## config.mk

```make
export PLATFORM = sky130hd
export DESIGN_NAME = rom_bank_loader
export DESIGN_NICKNAME = d
export VERILOG_FILES = /design/src/rtl/rom_bank_loader.sv
export SDC_FILE = /design/constraint.sdc
export NUM_CORES = 1
export LEC_CHECK = 0
export BUFFER_PORTS_ARGS = -buffer_cell sky130_fd_sc_hd__buf_2
export CAP_MARGIN = 20
export CORE_MARGIN = 10
export CORE_UTILIZATION = 55
export CTS_BUF_LIST = sky130_fd_sc_hd__clkbuf_8
export DETAILED_ROUTE_END_ITERATION = 7
export MAX_ROUTING_LAYER = met4
export PLACE_DENSITY = 0.93
export SLEW_MARGIN = 20
export SYNTH_ARGS = -nofsm -noshare
export SYNTH_HDL_FRONTEND = slang
export SYNTH_SLANG_ARGS = --single-unit
```

## constraint.sdc

```tcl
create_clock -name clk_sys -period 9.1 [get_ports clk_sys]
set_input_delay 1.365 -clock clk_sys [delete_from_list [all_inputs] [get_ports clk_sys]]
set_output_delay 1.365 -clock clk_sys [all_outputs]
set_load 0.01 [all_outputs]
```

## src/rtl/rom_bank_loader.sv

```systemverilog
// ROM download front end plus bank mapper: stores download words to memory through a
// toggle handshake, tracks the image size/mirroring mask and translates CPU addresses.
module rom_bank_loader #(
    parameter int BANKS = 8,
    parameter int BW    = 6,
    parameter int SHIFT = 19,
    parameter int AW    = 23,
    parameter int SWAP  = 1
) (
    input  logic                       clk_sys,
    input  logic                       reset,
    input  logic                       dl_active,
    input  logic                       dl_wr,
    input  logic [24:0]                dl_addr,
    input  logic [15:0]                dl_data,
    output logic                       dl_wait,
    output logic [24:0]                wr_addr,
    output logic [15:0]                wr_data,
    output logic                       wr_req,
    input  logic                       wr_ack,
    input  logic                       map_we,
    input  logic [$clog2(BANKS)-1:0]   map_a,
    input  logic [BW-1:0]              map_d,
    input  logic [AW-1:0]              cpu_addr,
    output logic [24:0]                rd_addr,
    output logic [24:0]                rom_size,
    output logic [24:0]                rom_mask,
    output logic                       sram_en
);

    localparam int MW = BW + SHIFT;

    logic              dl_active_q, dl_active_d;
    logic              dl_wait_q, dl_wait_d;
    logic              ack_done_q, ack_done_d;
    logic              wr_req_q, wr_req_d;
    logic [24:0]       wr_addr_q, wr_addr_d;
    logic [15:0]       wr_data_q, wr_data_d;
    logic [24:0]       rom_size_q, rom_size_d;
    logic [24:0]       rom_mask_n_q, rom_mask_n_d;
    logic [24:0]       rd_addr_q, rd_addr_d;
    logic [BW-1:0]     bank_q [BANKS];
    logic [BW-1:0]     bank_d [BANKS];
    logic              use_map_q, use_map_d;
    logic              sram_en_q, sram_en_d;

    logic              dl_start, dl_stop, dl_accept;
    logic [24:0]       next_size;
    logic [MW-1:0]     mapped_addr;
    logic [24:0]       base_addr;

    // Smallest 2^n - 1 covering size; a zero size yields all ones.
    function automatic logic [24:0] size_to_mask(input logic [24:0] size);
        logic [24:0] m;
        m = size - 25'd1;
        for (int i = 23; i >= 0; i--) begin
            m[i] = m[i] | m[i + 1];
        end
        return m;
    endfunction

    always_comb begin
        dl_active_d  = dl_active;
        dl_wait_d    = dl_wait_q;
        ack_done_d   = 1'b0;
        wr_req_d     = wr_req_q;
        wr_addr_d    = wr_addr_q;
        wr_data_d    = wr_data_q;
        rom_size_d   = rom_size_q;
        rom_mask_n_d = rom_mask_n_q;
        bank_d       = bank_q;
        use_map_d    = use_map_q;
        sram_en_d    = sram_en_q;

        dl_start  = dl_active && !dl_active_q;
        dl_stop   = !dl_active && dl_active_q;
        dl_accept = dl_wr && !dl_wait_q && !reset;
        next_size = dl_addr + 25'd2;

        if (dl_start) begin
            wr_req_d   = wr_ack;
            rom_size_d = '0;
        end

        // The ack is observed on one edge and dl_wait drops on the following one.
        ack_done_d = dl_wait_q && !ack_done_q && (wr_req_q == wr_ack);
        if (ack_done_q) begin
            dl_wait_d = 1'b0;
        end

        if (dl_accept) begin
            wr_addr_d = dl_addr;
            wr_data_d = (SWAP != 0) ? {dl_data[7:0], dl_data[15:8]} : dl_data;
            wr_req_d  = !wr_req_d;
            dl_wait_d = 1'b1;
            if (next_size > rom_size_d) begin
                rom_size_d = next_size;
            end
        end

        // Mask is stored inverted so the zero power-up state reads as all ones.
        if (dl_active) begin
            rom_mask_n_d = '0;
        end else if (dl_stop) begin
            rom_mask_n_d = ~size_to_mask(rom_size_q);
        end

        mapped_addr = {bank_q[cpu_addr[AW-1:SHIFT]], cpu_addr[SHIFT-1:0]};
        base_addr   = use_map_q ? 25'(mapped_addr) : 25'(cpu_addr);
        rd_addr_d   = base_addr & ~rom_mask_n_q;

        if (map_we) begin
            if (map_a != '0) begin
                bank_d[map_a] = map_d;
                use_map_d     = 1'b1;
            end else begin
                sram_en_d = map_d[0];
            end
        end

        if (reset) begin
            for (int i = 0; i < BANKS; i++) begin
                bank_d[i] = BW'(i);
            end
            use_map_d  = 1'b0;
            sram_en_d  = 1'b0;
            dl_wait_d  = 1'b0;
            ack_done_d = 1'b0;
            rd_addr_d  = '0;
        end
    end

    always_ff @(posedge clk_sys) begin
        dl_active_q  <= dl_active_d;
        dl_wait_q    <= dl_wait_d;
        ack_done_q   <= ack_done_d;
        wr_req_q     <= wr_req_d;
        wr_addr_q    <= wr_addr_d;
        wr_data_q    <= wr_data_d;
        rom_size_q   <= rom_size_d;
        rom_mask_n_q <= rom_mask_n_d;
        rd_addr_q    <= rd_addr_d;
        bank_q       <= bank_d;
        use_map_q    <= use_map_d;
        sram_en_q    <= sram_en_d;
    end

    assign dl_wait  = dl_wait_q;
    assign wr_req   = wr_req_q;
    assign wr_addr  = wr_addr_q;
    assign wr_data  = wr_data_q;
    assign rom_size = rom_size_q;
    assign rom_mask = ~rom_mask_n_q;
    assign rd_addr  = rd_addr_q;
    assign sram_en  = sram_en_q;

endmodule

```

==> results.sh <==
export IMPL_r2r_end="rom_size[23]$_DFF_P_"
export IMPL_fin_crit_ns=4.704
export IMPL_boundaryPins=198
export IMPL_max_freq_mhz=212.6
export IMPL_post_place_cells=1118
export IMPL_grt_pass1_vias=6535
export IMPL_endpoint="rom_size[23]$_DFF_P_"
export IMPL_wl_per_cell_um=17.89
export IMPL_worst_slew_pin_slew_ns=0.9181
export IMPL_share_seq_of_total_power_pct=48.9
export IMPL_wl_met1_um=8568
export IMPL_yosysWarningCount=0
export IMPL_cts_made_buffers=17
export IMPL_r2r_cells=12
export IMPL_powerDensity_mw_per_mm2=191.3
export IMPL_core_area_mm2=0.01399
export IMPL_cp_data_required_time_ns=9.45
export IMPL_vdd_drop_max_v=0.0001374
export IMPL_clockBufferDepth=2
export IMPL_setup_ws_ns=4.396
export IMPL_std_cell_rows=43
export IMPL_synth_area_leaders="dfxtp_1 (33%), edfxtp_1 (16%), mux2i_1 (4.4%)"
export IMPL_worst_setup_path_end_kind="flip-flop"
export IMPL_synthCells=767
export IMPL_area_growth_pct=18.80
export IMPL_root_buffer="clkbuf_8"
export IMPL_finalSetupViolCount=0
export IMPL_synth_top_cell_by_area="dfxtp_1"
export IMPL_htreeDepth=4
export IMPL_antenna_found_initial=2
export IMPL_slew_headroom_pct=38.57
export IMPL_routabilityCongestion=0.9217
export IMPL_cts_setup_buffers=0
export IMPL_p_sw_w=0.0005594
export IMPL_crit_type="in2reg"
export IMPL_fin_setup_tns_ns=0
export IMPL_clk_latency_ns=0.46
export IMPL_crit_arrival_ns=5.05
export IMPL_synth_edff_count=41
export IMPL_synth_top_area_share_pct=32.68
export IMPL_cts_tree="done"
export IMPL_crit_fanout=21
export IMPL_timing_rr_start="dl_active_q$_DFF_P_"
export IMPL_top_layer_used="met4"
export IMPL_maxCapViolations=0
export IMPL_combPwrFrac_pct=21.8
export IMPL_rsz0062_at_grt="false"
export IMPL_syn_num_nets=873
export IMPL_drc=0
export IMPL_drt_total_wl_um=20620
export IMPL_chipHeight_um=139.9
export IMPL_ys_ff_latch=170
export IMPL_synthFlopType="dfxtp_1"
export IMPL_fp_dieArea_mm2=0.01956
export IMPL_cts_resized=0
export IMPL_synth_area_mm2=0.007901
export IMPL_syn_avg_cell_area_um2=10.30
export IMPL_drt_first_pass_iters=6
export IMPL_gr_usage_all_layers_pct=20.92
export IMPL_wl_met3_um=1752
export IMPL_final_antenna_net_count=0
export IMPL_via_per_inst=5.556
export IMPL_wl_met2_um=9762
export IMPL_fin_cells=1152
export IMPL_startpoint="dl_addr[3]"
export IMPL_fin_nets=1063
export IMPL_r2r_slack_ns=5.13
export IMPL_grt_pass1_wl_um=32660
export IMPL_skew_ns=0.01031
export IMPL_slew_viol_final=0
export IMPL_async_flop_share_pct=0
export IMPL_buffer_ports_inserted=197
export IMPL_drt_first_iter_violations=485
export IMPL_synth_cell_types=65
export IMPL_hold_buffers=0
export IMPL_critPathLaunchType="input port"
export IMPL_swShare_pct=31.15
export IMPL_final_common_cell="buf_2"
export IMPL_drive_above_1_share_pct=29.28
export IMPL_outcome="completed"
export IMPL_clock_sinks=170
export IMPL_yosysSeqAreaShare_pct=48.27
export IMPL_path_clk_slew_ns=0.09
export IMPL_fin_crit_sh_pct=51.69
export IMPL_dp_slack_ns=4.039
export IMPL_grt_max_degree=78
export IMPL_leakagePower_nw=3.849
export IMPL_grt_ovfl_total=0
export IMPL_vias=6400
export IMPL_pwr_share_clk_pct=29.3
export IMPL_fp_dieW_um=139.9
export IMPL_place_hpwl_um=15320
export IMPL_holdCritPathClass="reg2reg"
export IMPL_final_cell_mix="buf_2 (197), dfxtp_1 (129), nor2_1 (64)"
export IMPL_internal_power_w=0.001236
export IMPL_hold_viol=0
export IMPL_start_util_pct=56.48
layer usage:
| metal | vias up | track usage [%] |
|---|---|---|
| met5 | - | - |
| met4 | 0 | 8.859 |
| met3 | 54 | 6.159 |
| met2 | 285 | 32.96 |
| met1 | 2975 | 24.43 |
| li1 | 3086 | - |
power groups by stage:
stage	logic, W	clock network [W]	registers [W]
6_report	0.000392	0.000526	0.000877
5_1_grt	0.000433	0.000562	0.000885
4_1_cts	0.000391	0.000532	0.000875
3_5_place_dp	0.000386	0	0.000892
3_3_place_gp	0.000372	0	0.000891
2_1_floorplan	0.000258	0	0.000888
cells by family (layout without fill, tap and decap cells):
| logic type | Yosys count | after routing | synth area share [%] |
|---|---|---|---|
| other cells | 0 | 2 | 0 |
| compound gates | 86 | 86 | 7.379 |
| flops | 170 | 170 | 48.27 |
| fa+ha+maj | 27 | 27 | 4.275 |
| xor+xnor | 37 | 37 | 4.101 |
| simple gates | 294 | 294 | 20.25 |
| mux | 71 | 71 | 11.32 |
| buf+inv | 82 | 285 | 4.402 |
sequential cells by signal (all words and copies together) (netlist names), 16 cells and up:
signal	flops
rom_mask_n_q	25
bank_q	48
rd_addr	25
wr_addr	25
wr_data	16
rom_size	25
cell type report:
type / instances / area, um^2
multi-input cells: 515 / 3750
repair buffers: 201 / 1016
diodes: 2 / 5.005
clock buffers: 17 / 234.0
well taps: 180 / 225.2
inverters: 52 / 195.2
flip-flops and latches: 170 / 3814
fillers: 1057 / 4602
clock inverters: 15 / 147.6
worst min-delay path by stage:
stage | slack [ns] | start | to | cells past startpoint
floorplan | 0.41 | rom_mask_n_q[22]$_SDFFE_PP0P_ | rd_addr[22]$_SDFF_PP0_ | 1
global placement | 0.43 | rom_mask_n_q[15]$_SDFFE_PP0P_ | rd_addr[15]$_SDFF_PP0_ | 1
detailed placement | 0.44 | rom_mask_n_q[12]$_SDFFE_PP0P_ | rd_addr[12]$_SDFF_PP0_ | 1
CTS | 0.46 | bank_q[5]$_SDFFE_PP0P_ | bank_q[5]$_SDFFE_PP0P_ | 2
global route | 0.47 | rom_mask_n_q[13]$_SDFFE_PP0P_ | rd_addr[13]$_SDFF_PP0_ | 1
finish | 0.45 | rom_mask_n_q[22]$_SDFFE_PP0P_ | rd_addr[22]$_SDFF_PP0_ | 1
cell usage after synthesis, types with 6 or more instances:
cell type / n
nor3_1: 25
xnor2_1: 19
clkbuf_1: 20
nor2_1: 66
nor2b_1: 18
nand3_1: 15
a211o_1: 10
mux2_2: 23
inv_1: 52
mux4_2: 12
nor4_1: 7
o21ai_0: 17
nand4_1: 13
nand3b_1: 7
mux2i_1: 35
and2_1: 23
a21oi_1: 21
and4_1: 6
nand2_1: 54
dfxtp_1: 129
nand2b_1: 17
xor2_1: 18
nor3b_1: 19
edfxtp_1: 41
ha_1: 27
a21o_1: 7
worst max-delay path, cell delays in order:
cell,delay [ns]
buf_2,0.16
and4_1,0.24
and4_1,0.35
nand3_1,0.21
nor2_1,0.17
xor2_1,0.29
ha_1,0.31
a21o_1,0.17
a21o_1,0.17
a21oi_1,0.19
o21a_1,0.14
o21ai_0,0.12
o211ai_1,0.39
buf_4,0.39
mux2_2,0.38
stage by stage:
stage | cell area [um^2] | hold slack [ns] | power [W] | util [%]
finish | 9387 | 0.4538 | 0.001795 | 67.10
global route | 9387 | 0.4745 | 0.001879 | 67.10
CTS | 9379 | 0.4556 | 0.001798 | 67.05
detailed placement | 8997 | 0.4413 | 0.001278 | 64.32
global placement | 8997 | 0.4345 | 0.001263 | 64.32
floorplan | 7901 | 0.4057 | 0.001146 | -
Note: power is estimated with default switching activity, not from simulation.
